--- config.mk ---
export PLATFORM = sky130hd
export DESIGN_NAME = note_sequencer
export DESIGN_NICKNAME = d
export VERILOG_FILES = /design/src/rtl/note_seq_pkg.sv /design/src/rtl/seq_tick_gen.sv /design/src/rtl/note_sequencer.sv
export SDC_FILE = /design/constraint.sdc
export NUM_CORES = 1
export LEC_CHECK = 0
export CAP_MARGIN = 20
export CORE_ASPECT_RATIO = 1.2
export CORE_MARGIN = 1
export CORE_UTILIZATION = 57
export CTS_BUF_LIST = sky130_fd_sc_hd__clkbuf_2 sky130_fd_sc_hd__clkbuf_4 sky130_fd_sc_hd__clkbuf_8
export CTS_CLUSTER_SIZE = 20
export DETAILED_ROUTE_END_ITERATION = 12
export MAX_ROUTING_LAYER = met4
export PLACE_DENSITY = 0.89
export SKIP_LAST_GASP = 1
export SYNTH_ARGS = -nofsm -noshare
export SYNTH_HDL_FRONTEND = slang
export SYNTH_SLANG_ARGS = --single-unit
export TNS_END_PERCENT = 1
--- constraint.sdc ---
create_clock -name clk -period 9.7 [get_ports clk]
set_input_delay 2.425 -clock clk [delete_from_list [all_inputs] [get_ports clk]]
set_output_delay 2.425 -clock clk [all_outputs]
set_load 0.05 [all_outputs]
--- src/rtl/note_seq_pkg.sv ---
// Shared types and sizing for the note step sequencer.
package note_seq_pkg;

  localparam int unsigned STEPS   = 16;
  localparam int unsigned OSC_W   = 12;
  localparam int unsigned STEP_W  = $clog2(STEPS);
  localparam int unsigned TEMPO_W = 16;

  typedef enum logic [1:0] {
    IDLE = 2'd0,
    GATE = 2'd1,
    GAP  = 2'd2
  } seq_state_t;

  typedef struct packed {
    logic             rest;
    logic [OSC_W-1:0] count;
  } ram_entry_t;

  // A step needs at least one gate tick and one gap tick.
  function automatic logic [TEMPO_W-1:0] clamp_tempo(input logic [TEMPO_W-1:0] t);
    return (t < TEMPO_W'(2)) ? TEMPO_W'(2) : t;
  endfunction

  // Gate is kept below the step length so trig always drops before the next note.
  function automatic logic [TEMPO_W-1:0] clamp_gate(input logic [TEMPO_W-1:0] g,
                                                    input logic [TEMPO_W-1:0] t_eff);
    logic [TEMPO_W-1:0] g1;
    g1 = (g == '0) ? TEMPO_W'(1) : g;
    return (g1 > (t_eff - TEMPO_W'(1))) ? (t_eff - TEMPO_W'(1)) : g1;
  endfunction

endpackage

--- src/rtl/seq_tick_gen.sv ---
// Step-timing prescaler: one-cycle tick every TICK_DIV clocks, restartable by i_clr.
module seq_tick_gen #(
  parameter int unsigned TICK_DIV = 2048
) (
  input  logic clk,
  input  logic rstn,
  input  logic i_clr,
  output logic o_tick_c
);

  localparam int unsigned CNT_W = (TICK_DIV > 1) ? $clog2(TICK_DIV) : 1;
  localparam logic [CNT_W-1:0] CNT_MAX = CNT_W'(TICK_DIV - 1);

  logic [CNT_W-1:0] r_cnt;
  logic             w_wrap;

  assign w_wrap   = (r_cnt == CNT_MAX);
  assign o_tick_c = w_wrap && !i_clr;

  always_ff @(posedge clk) begin
    if (!rstn) begin
      r_cnt <= '0;
    end else if (i_clr || w_wrap) begin
      r_cnt <= '0;
    end else begin
      r_cnt <= r_cnt + CNT_W'(1);
    end
  end

endmodule

--- src/rtl/note_sequencer.sv ---
// Pattern step sequencer presenting osc_count and a gated trig to the synth voice.
// Build option: SEQ_LOOP_EN makes the pattern repeat until stopped instead of ending.
module note_sequencer
  import note_seq_pkg::*;
#(
  parameter int unsigned TICK_DIV = 2048
) (
  input  logic               clk,
  input  logic               rstn,
  input  logic               start,
  input  logic               stop,
  input  logic               wr_en,
  input  logic [STEP_W-1:0]  wr_addr,
  input  logic [OSC_W-1:0]   wr_count,
  input  logic               wr_rest,
  input  logic [TEMPO_W-1:0] tempo,
  input  logic [TEMPO_W-1:0] gate_len,
  input  logic [STEP_W-1:0]  last_step,
  output logic               trig,
  output logic [OSC_W-1:0]   osc_count,
  output logic [STEP_W-1:0]  step,
  output logic               busy,
  output logic               done
);

  seq_state_t         r_state,     w_state_nxt;
  logic               r_trig,      w_trig_nxt;
  logic [OSC_W-1:0]   r_osc,       w_osc_nxt;
  logic [STEP_W-1:0]  r_step,      w_step_nxt;
  logic               r_busy,      w_busy_nxt;
  logic               r_done,      w_done_nxt;
  logic [STEP_W-1:0]  r_last,      w_last_nxt;
  logic [TEMPO_W-1:0] r_tempo_eff, w_tempo_eff_nxt;
  logic [TEMPO_W-1:0] r_gate_eff,  w_gate_eff_nxt;
  logic [TEMPO_W-1:0] r_tick_cnt,  w_tick_cnt_nxt;

  ram_entry_t         r_ram [STEPS];

  logic               w_start_go;
  logic               w_tick;
  logic               w_enter;
  logic [STEP_W-1:0]  w_rd_addr;
  ram_entry_t         w_rd;
  logic [TEMPO_W-1:0] w_tick_inc;
  logic [TEMPO_W-1:0] w_tempo_cl;

  assign trig      = r_trig;
  assign osc_count = r_osc;
  assign step      = r_step;
  assign busy      = r_busy;
  assign done      = r_done;

  assign w_start_go = start && !stop && (r_state == IDLE);
  assign w_tick_inc = r_tick_cnt + TEMPO_W'(1);
  assign w_tempo_cl = clamp_tempo(tempo);

  // Next entry is step+1 only when advancing mid-pattern; start and wrap both read step 0.
  assign w_rd_addr = ((r_state == GAP) && (r_step != r_last)) ? (r_step + STEP_W'(1)) : '0;
  assign w_rd      = r_ram[w_rd_addr];

  seq_tick_gen #(
    .TICK_DIV (TICK_DIV)
  ) u_tick (
    .clk      (clk),
    .rstn     (rstn),
    .i_clr    (w_start_go),
    .o_tick_c (w_tick)
  );

  // Pattern store is deliberately left out of reset so a loaded pattern survives it.
  always_ff @(posedge clk) begin
    if (wr_en) begin
      r_ram[wr_addr] <= '{rest: wr_rest, count: wr_count};
    end
  end

  always_ff @(posedge clk) begin
    if (!rstn) begin
      r_state     <= IDLE;
      r_trig      <= 1'b0;
      r_osc       <= '0;
      r_step      <= '0;
      r_busy      <= 1'b0;
      r_done      <= 1'b0;
      r_last      <= '0;
      r_tempo_eff <= TEMPO_W'(2);
      r_gate_eff  <= TEMPO_W'(1);
      r_tick_cnt  <= '0;
    end else begin
      r_state     <= w_state_nxt;
      r_trig      <= w_trig_nxt;
      r_osc       <= w_osc_nxt;
      r_step      <= w_step_nxt;
      r_busy      <= w_busy_nxt;
      r_done      <= w_done_nxt;
      r_last      <= w_last_nxt;
      r_tempo_eff <= w_tempo_eff_nxt;
      r_gate_eff  <= w_gate_eff_nxt;
      r_tick_cnt  <= w_tick_cnt_nxt;
    end
  end

  always_comb begin
    w_state_nxt     = r_state;
    w_trig_nxt      = r_trig;
    w_osc_nxt       = r_osc;
    w_step_nxt      = r_step;
    w_busy_nxt      = r_busy;
    w_done_nxt      = 1'b0;
    w_last_nxt      = r_last;
    w_tempo_eff_nxt = r_tempo_eff;
    w_gate_eff_nxt  = r_gate_eff;
    w_tick_cnt_nxt  = r_tick_cnt;
    w_enter         = 1'b0;

    case (r_state)
      IDLE: begin
        if (w_start_go) begin
          w_enter     = 1'b1;
          w_last_nxt  = last_step;
          w_state_nxt = GATE;
          w_busy_nxt  = 1'b1;
        end
      end

      GATE: begin
        if (stop) begin
          w_trig_nxt  = 1'b0;
          w_busy_nxt  = 1'b0;
          w_state_nxt = IDLE;
        end else if (w_tick) begin
          w_tick_cnt_nxt = w_tick_inc;
          if (w_tick_inc == r_gate_eff) begin
            w_trig_nxt  = 1'b0;
            w_state_nxt = GAP;
          end
        end
      end

      GAP: begin
        if (stop) begin
          w_trig_nxt  = 1'b0;
          w_busy_nxt  = 1'b0;
          w_state_nxt = IDLE;
        end else if (w_tick) begin
          w_tick_cnt_nxt = w_tick_inc;
          if (w_tick_inc == r_tempo_eff) begin
            if (r_step == r_last) begin
`ifdef SEQ_LOOP_EN
              w_enter     = 1'b1;
              w_state_nxt = GATE;
`else
              w_state_nxt = IDLE;
              w_busy_nxt  = 1'b0;
              w_done_nxt  = 1'b1;
`endif
            end else begin
              w_enter     = 1'b1;
              w_state_nxt = GATE;
            end
          end
        end
      end

      default: begin
        w_state_nxt = IDLE;
        w_trig_nxt  = 1'b0;
        w_busy_nxt  = 1'b0;
      end
    endcase

    // Step entry: note, trig, step index and timing all update together.
    if (w_enter) begin
      w_step_nxt      = w_rd_addr;
      w_osc_nxt       = w_rd.count;
      w_trig_nxt      = !w_rd.rest;
      w_tick_cnt_nxt  = '0;
      w_tempo_eff_nxt = w_tempo_cl;
      w_gate_eff_nxt  = clamp_gate(gate_len, w_tempo_cl);
    end
  end

endmodule

==> results of run 1 <==
-- worst max-delay path, stage by stage --
cell	delay, ps
clkdlybuf4s50_1	530
or4_1	630
or4_1	500
or3_1	360
o31ai_1	490
ha_1	330
nand2_1	150
nor4_1	250
xnor2_1	170
ha_1	300
nand2_1	50
or2_2	310
a2111oi_0	360
o21ai_0	160
a21oi_2	140
buf_4	380
or2_2	180
a22oi_1	70
nor3_1	210
-- per-stage QoR --
step | cells | utilization
after floorplan | 1204 | -
after global placement | 1514 | 0.6233
after detailed placement | 1515 | 0.6238
after CTS | 1598 | 0.6660
after global routing | 1600 | 0.6677
final | 1600 | 0.6677
-- logic make-up (layout without fill, tap and decap cells) --
logic type | Yosys count | after routing | synth area share
compound gates | 267 | 267 | 0.1361
xor+xnor | 83 | 83 | 0.05430
fa+ha+maj | 24 | 24 | 0.02201
buf+inv | 109 | 190 | 0.03403
flops | 292 | 292 | 0.5812
mux | 34 | 34 | 0.02853
simple gates | 395 | 395 | 0.1438
-- where the power goes --
| part | switching, mW | leakage, nW | total [mW] | internal (mW) |
|---|---|---|---|---|
| Clock | 0.484 | 0.530 | 1.10 | 0.615 |
| Combinational | 0.192 | 2.01 | 0.312 | 0.120 |
| Sequential | 0.0293 | 2.56 | 1.41 | 1.38 |
| Total | 0.706 | 5.11 | 2.82 | 2.12 |
-- Yosys cell counts, types with 14 or more instances --
library cell	n
xor2_1	38
nand3_1	51
nor2_1	51
clkbuf_1	69
xnor2_1	44
a211oi_1	22
ha_1	24
edfxtp_1	208
o21ai_1	19
a31oi_1	22
nor4_1	14
a21oi_1	69
nor3_1	41
mux2i_1	22
nor2b_1	25
nand4_1	19
dfxtp_1	84
nand2_1	139
o21ai_0	25
-- flip-flops by register name (all words and copies together) (netlist names), 2 cells and up --
signal / count
r_tick_cnt: 16
step: 4
r_tempo_eff: 16
r_ram: 208
u_tick.r_cnt: 11
r_last: 4
r_state: 2
osc_count: 12
r_gate_eff: 16
-- worst paths after layout --
path              startpoint              end  slack [ps]  cells past startpoint
min reg2reg  u_tick.r_cnt[0]  u_tick.r_cnt[0]         470                      1
max reg2reg    r_tick_cnt[0]     osc_count[2]        5390                      9
min          u_tick.r_cnt[0]  u_tick.r_cnt[0]         470                      1
max                 tempo[7]   r_gate_eff[15]        2190                     19
-- metal layers --
| layer | vias up | share of wire |
|---|---|---|
| met1 | 4879 | 0.38 |
| met5 | - | 0 |
| li1 | 4610 | - |
| met2 | 562 | 0.51 |
| met4 | 0 | 0.038 |
| met3 | 119 | 0.079 |
-- cell type report --
class	instances	area share
clock buffers	72	0.05713
clock inverters	11	0.006098
inverters	9	0.002166
multi-input cells	803	0.3397
flip-flops and latches	292	0.5085
well taps	315	0.02527
repair buffers	98	0.06114
==> qor.csv, run 1 <==
metric;value;unit
largest area contributor in the netlist;edfxtp_1;
CTS tree;done;
fin crit period;7506;ps
Mapped Avg Cell Area;11.33;µm²
# IOs;77;
Post-synth EDFFs;208;
worst min path class;reg -> reg;
drt wl/cell;21.87;µm
Clk pin slew, worst setup/hold paths;60;ps
hold slack;471.5;ps
DRC;0;
commonest non-fill, non-tap cells in the layout;edfxtp_1 (208), nand2_1 (139), dfxtp_1 (83), clkdlybuf4s50_1 (76), a21oi_1 (68);
total grt overflow;0;
pre-CTS setup slack;1694;ps
Root Driver;clkbuf_8;
die area;24560;µm²
synthesized flop and latch total;292;
run status;complete, no violations;
syn_nets;1286;
overall power;2.821;mW
vias per inst;6.356;
Leakage;5.105;nW
total CTS buffers;45;
dpl hpwl;22600;µm
routing usage on met3;0.04538;
Clock Latency Late Sink;580;ps
top cell type's share of synthesized area;0.4579;
Initial Util;0.5841;
ranking of synthesized cells by area;edfxtp_1 (46%), dfxtp_1 (12%), nand2_1 (3.8%);
commonest non-fill, non-tap cell in the layout;edfxtp_1;
worst clock skew;40.85;ps
unrepaired setup endpoints after global routing;no;
WS Path Type;in -> reg;
num rows;61;
CP Launch Type;input pin;
CTS Hold Buffers Added;0;
Synth Flop Type;edfxtp_1;
Post-CTS Setup Inserts;0;
Max-cap violations;0;
port bufs;76;
initial antenna violation count;0;
Die H;171.5;µm
total number of vias;10170;
asr flop ratio synth;0;
Clock Tree Buf Depth;3;
pwr/cell area;180.9;nW/µm²
Die Width;143.2;µm
worst-path maximum fanout;32;
maximum VDD drop;0.1717;mV
first-pass GRT wire length;54230;µm
Worst Setup Slack, final;2194;ps
grt met2 use;0.5145;
post-route setup TNS;0;ps
Fmax;0.1332;GHz
final setup fails;0;
endpoint class of the critical path;register;
share of layout cells above drive strength 1;0.1222;
Final Hold Viols;0;
post-route antenna net violation count;0;
Final Cell Area;15590;µm²
arrival time at the worst endpoint;7990;ps
Slew Viols, Final;0;
placed cell areas;14570;µm²
fin crit share;0.7738;
gr busiest metal;met2;
GRT Util Overall;0.3017;
Worst EP required;10180;ps
Fillers;1669;
clk sink count;292;
GP Congestion;0.9571;
H-tree depth;2;
register area;7929;µm²
Core Box Area;23350;µm²
met1 Track Usage GR;0.3568;
post-CTS sizing;0;
Area Growth Syn to Fin;14.32;%
n_diodes;0;
Worst Tran Pin Value;1125;ps
vias in the first global route;10015;
Initial DRC Count;1063;
synth unique cells;71;
DRT Pass-1 Iters;8;
Syn Inst Count;1204;
mapped cell area;13640;µm²
Layout Nets;1331;
relative slew slack;0.2473;
sequential-to-total area share from yosys stat;0.5812;
footprint of the multi-input gates;5298;µm²
largest net degree at the start of global routing;77;
YS warnings;0;
Post-Route WL;35000;µm
(Power assumes the default switching activity.)
==> run 2: changes to the inputs <==
CORE_UTILIZATION = 56   (was 57)
PLACE_DENSITY = 0.9   (was 0.89)
clock period = 6.7 ns   (was 9.7 ns; I/O delays follow)
==> run 2 against run 1 <==
- combinational power grew 46%
- first-iteration DRC count shrank 0.19%
- critical path depth unchanged
- sequential share of layout area decreased by 0.065 points
- power increased by 42%
- highest routed layer unchanged
- sequential power is 45% higher
- clock power up 38%
- critical path type unchanged
- largest cell class unchanged
- non-clock buffer count grew 12
- utilization is 1.4 points lower
==> qor.csv, run 2 (same netlist as run 1, synthesis figures left out) <==
metric;value;unit
run status;complete, no violations;
Root Driver;clkbuf_8;
Area Growth Syn to Fin;14.47;%
CTS tree;done;
Core Box Area;23890;µm²
Clock Tree Buf Depth;3;
Clk pin slew, worst setup/hold paths;60;ps
Worst Tran Pin Value;1115;ps
n_diodes;0;
RR Endpoint;osc_count[9];
pwr/cell area;257.2;nW/µm²
Clock Latency Late Sink;570;ps
maximum VDD drop;0.2463;mV
Hold Path Sink;r_last[1];
cell mode on critical path;nand2_1;
Final Hold Viols;0;
relative slew slack;0.2541;
Final Cell Area;15610;µm²
share of layout cells above drive strength 1;0.1205;
hold_sp;r_last[1];
hold slack;468.3;ps
first-pass GRT wire length;54620;µm
flip-flop count of the largest register after layout;208;
Initial Util;0.5709;
initial antenna violation count;0;
Leakage;5.129;nW
port bufs;76;
Worst Hold Depth;2;
# IOs;77;
Max-cap violations;0;
Initial DRC Count;1061;
dpl hpwl;22520;µm
total number of vias;10162;
largest net degree at the start of global routing;66;
Worst EP required;7090;ps
worst-path maximum fanout;12;
overall power;4.016;mW
GRT Util Overall;0.2953;
endpoint class of the critical path;register;
Die H;173.0;µm
Post-Route WL;34970;µm
DRT Pass-1 Iters;5;
vias in the first global route;10276;
total CTS buffers;44;
fin crit share;0.9261;
largest register by flop count;r_ram;
Slew Viols, Final;0;
drt wl/cell;21.65;µm
total grt overflow;0;
Crit. Startpoint;tempo[10];
WS Path Type;in -> reg;
fin crit period;6205;ps
Reg2Reg Launch Point;step[0];
DRC;0;
GP Congestion;0.9854;
die area;24990;µm²
worst min path class;reg -> reg;
crit path max-delay cell type;or4_1;
Layout Nets;1342;
post-CTS sizing;0;
Fmax;0.1612;GHz
Post-CTS Setup Inserts;0;
placed cell areas;14660;µm²
Largest delay share family, worst path;simple AND/OR/NAND/NOR gates;
critical path depth;19;
crit path buf inv count;2;
R2R cell count;8;
vias per inst;6.292;
internal reg-to-reg setup slack;2450;ps
post-route antenna net violation count;0;
H-tree depth;2;
num rows;62;
unrepaired setup endpoints after global routing;no;
largest stage delay on the critical path;530;ps
Fillers;1801;
commonest non-fill, non-tap cells in the layout;edfxtp_1 (208), nand2_1 (139), dfxtp_1 (83), clkdlybuf4s50_1 (76), a21oi_1 (68);
CP Launch Type;input pin;
clk sink count;292;
worst clock skew;32.44;ps
Die Width;144.5;µm
CP Cell Sequence;clkdlybuf4s50_1 > or4_1 > or4_1 > or3_1 > o31ai_1 > ha_1 > nand2_1 > nor4_1 > xnor2_1 > ha_1 > nand2_1 > or2_2 > a2111oi_0 > o21ai_0 > a21oi_2 > buf_4 > nand2_1 > o221ai_2 > a21oi_1;
post-route setup TNS;0;ps
commonest non-fill, non-tap cell in the layout;edfxtp_1;
final setup fails;0;
arrival time at the worst endpoint;6600;ps
CTS Hold Buffers Added;0;
## run 2: changes by cell type in the layout (fill, tap and decap cells not counted), sizes merged
cell	change
inv	-1
clkbuf	-4
buf	+11
clkinv	+5
clkinvlp	-1
## run 2: layout make-up
cell class                 instances  area [µm²]  area share
clock inverter                    14       103.9    0.006651
timing repair buffer             110        1037     0.06643
clock buffer                      67       822.0     0.05265
sequential                       292        7929      0.5078
inverter                           9       33.78    0.002164
tap                              320       400.4     0.02564
multi-input combinational        803        5288      0.3386
## run 2: power by group
group / internal, mW / leakage (nW) / switching (mW)
Combinational: 0.177 / 2.07 / 0.279
Clock: 0.827 / 0.494 / 0.689
Sequential: 2.00 / 2.56 / 0.0435
Total: 3.00 / 5.13 / 1.01
## run 2: worst max-delay path by stage
stage,to
2_1_floorplan,r_gate_eff[9]
5_1_grt,r_gate_eff[10]
3_3_place_gp,r_gate_eff[9]
4_1_cts,r_gate_eff[13]
3_5_place_dp,r_gate_eff[13]
6_report,r_gate_eff[13]
## run 2: worst min-delay path, delay by kind of cell, from the launching register on
family | cells | cell delay (ps)
AO/OA/AOI/OAI | 1 | 50
flip-flops | 1 | 310
AND/OR/NAND/NOR | 1 | 50
## run 2: per-layer routing
layer	routed length [µm]	GRT usage
met2	17490	0.4744
met3	2806	0.05760
met5	0	-
met4	1701	0.1531
met1	12970	0.3496
## run 2: metrics by stage
stage	worst slack (ps)	utilization	std cells
floorplan	508.4	-	1204
global placement	178.5	0.6129	1531
CTS	521.0	0.6521	1613
finish	495.2	0.6535	1615
detailed placement	-66.89	0.6134	1532
global route	53.34	0.6535	1615
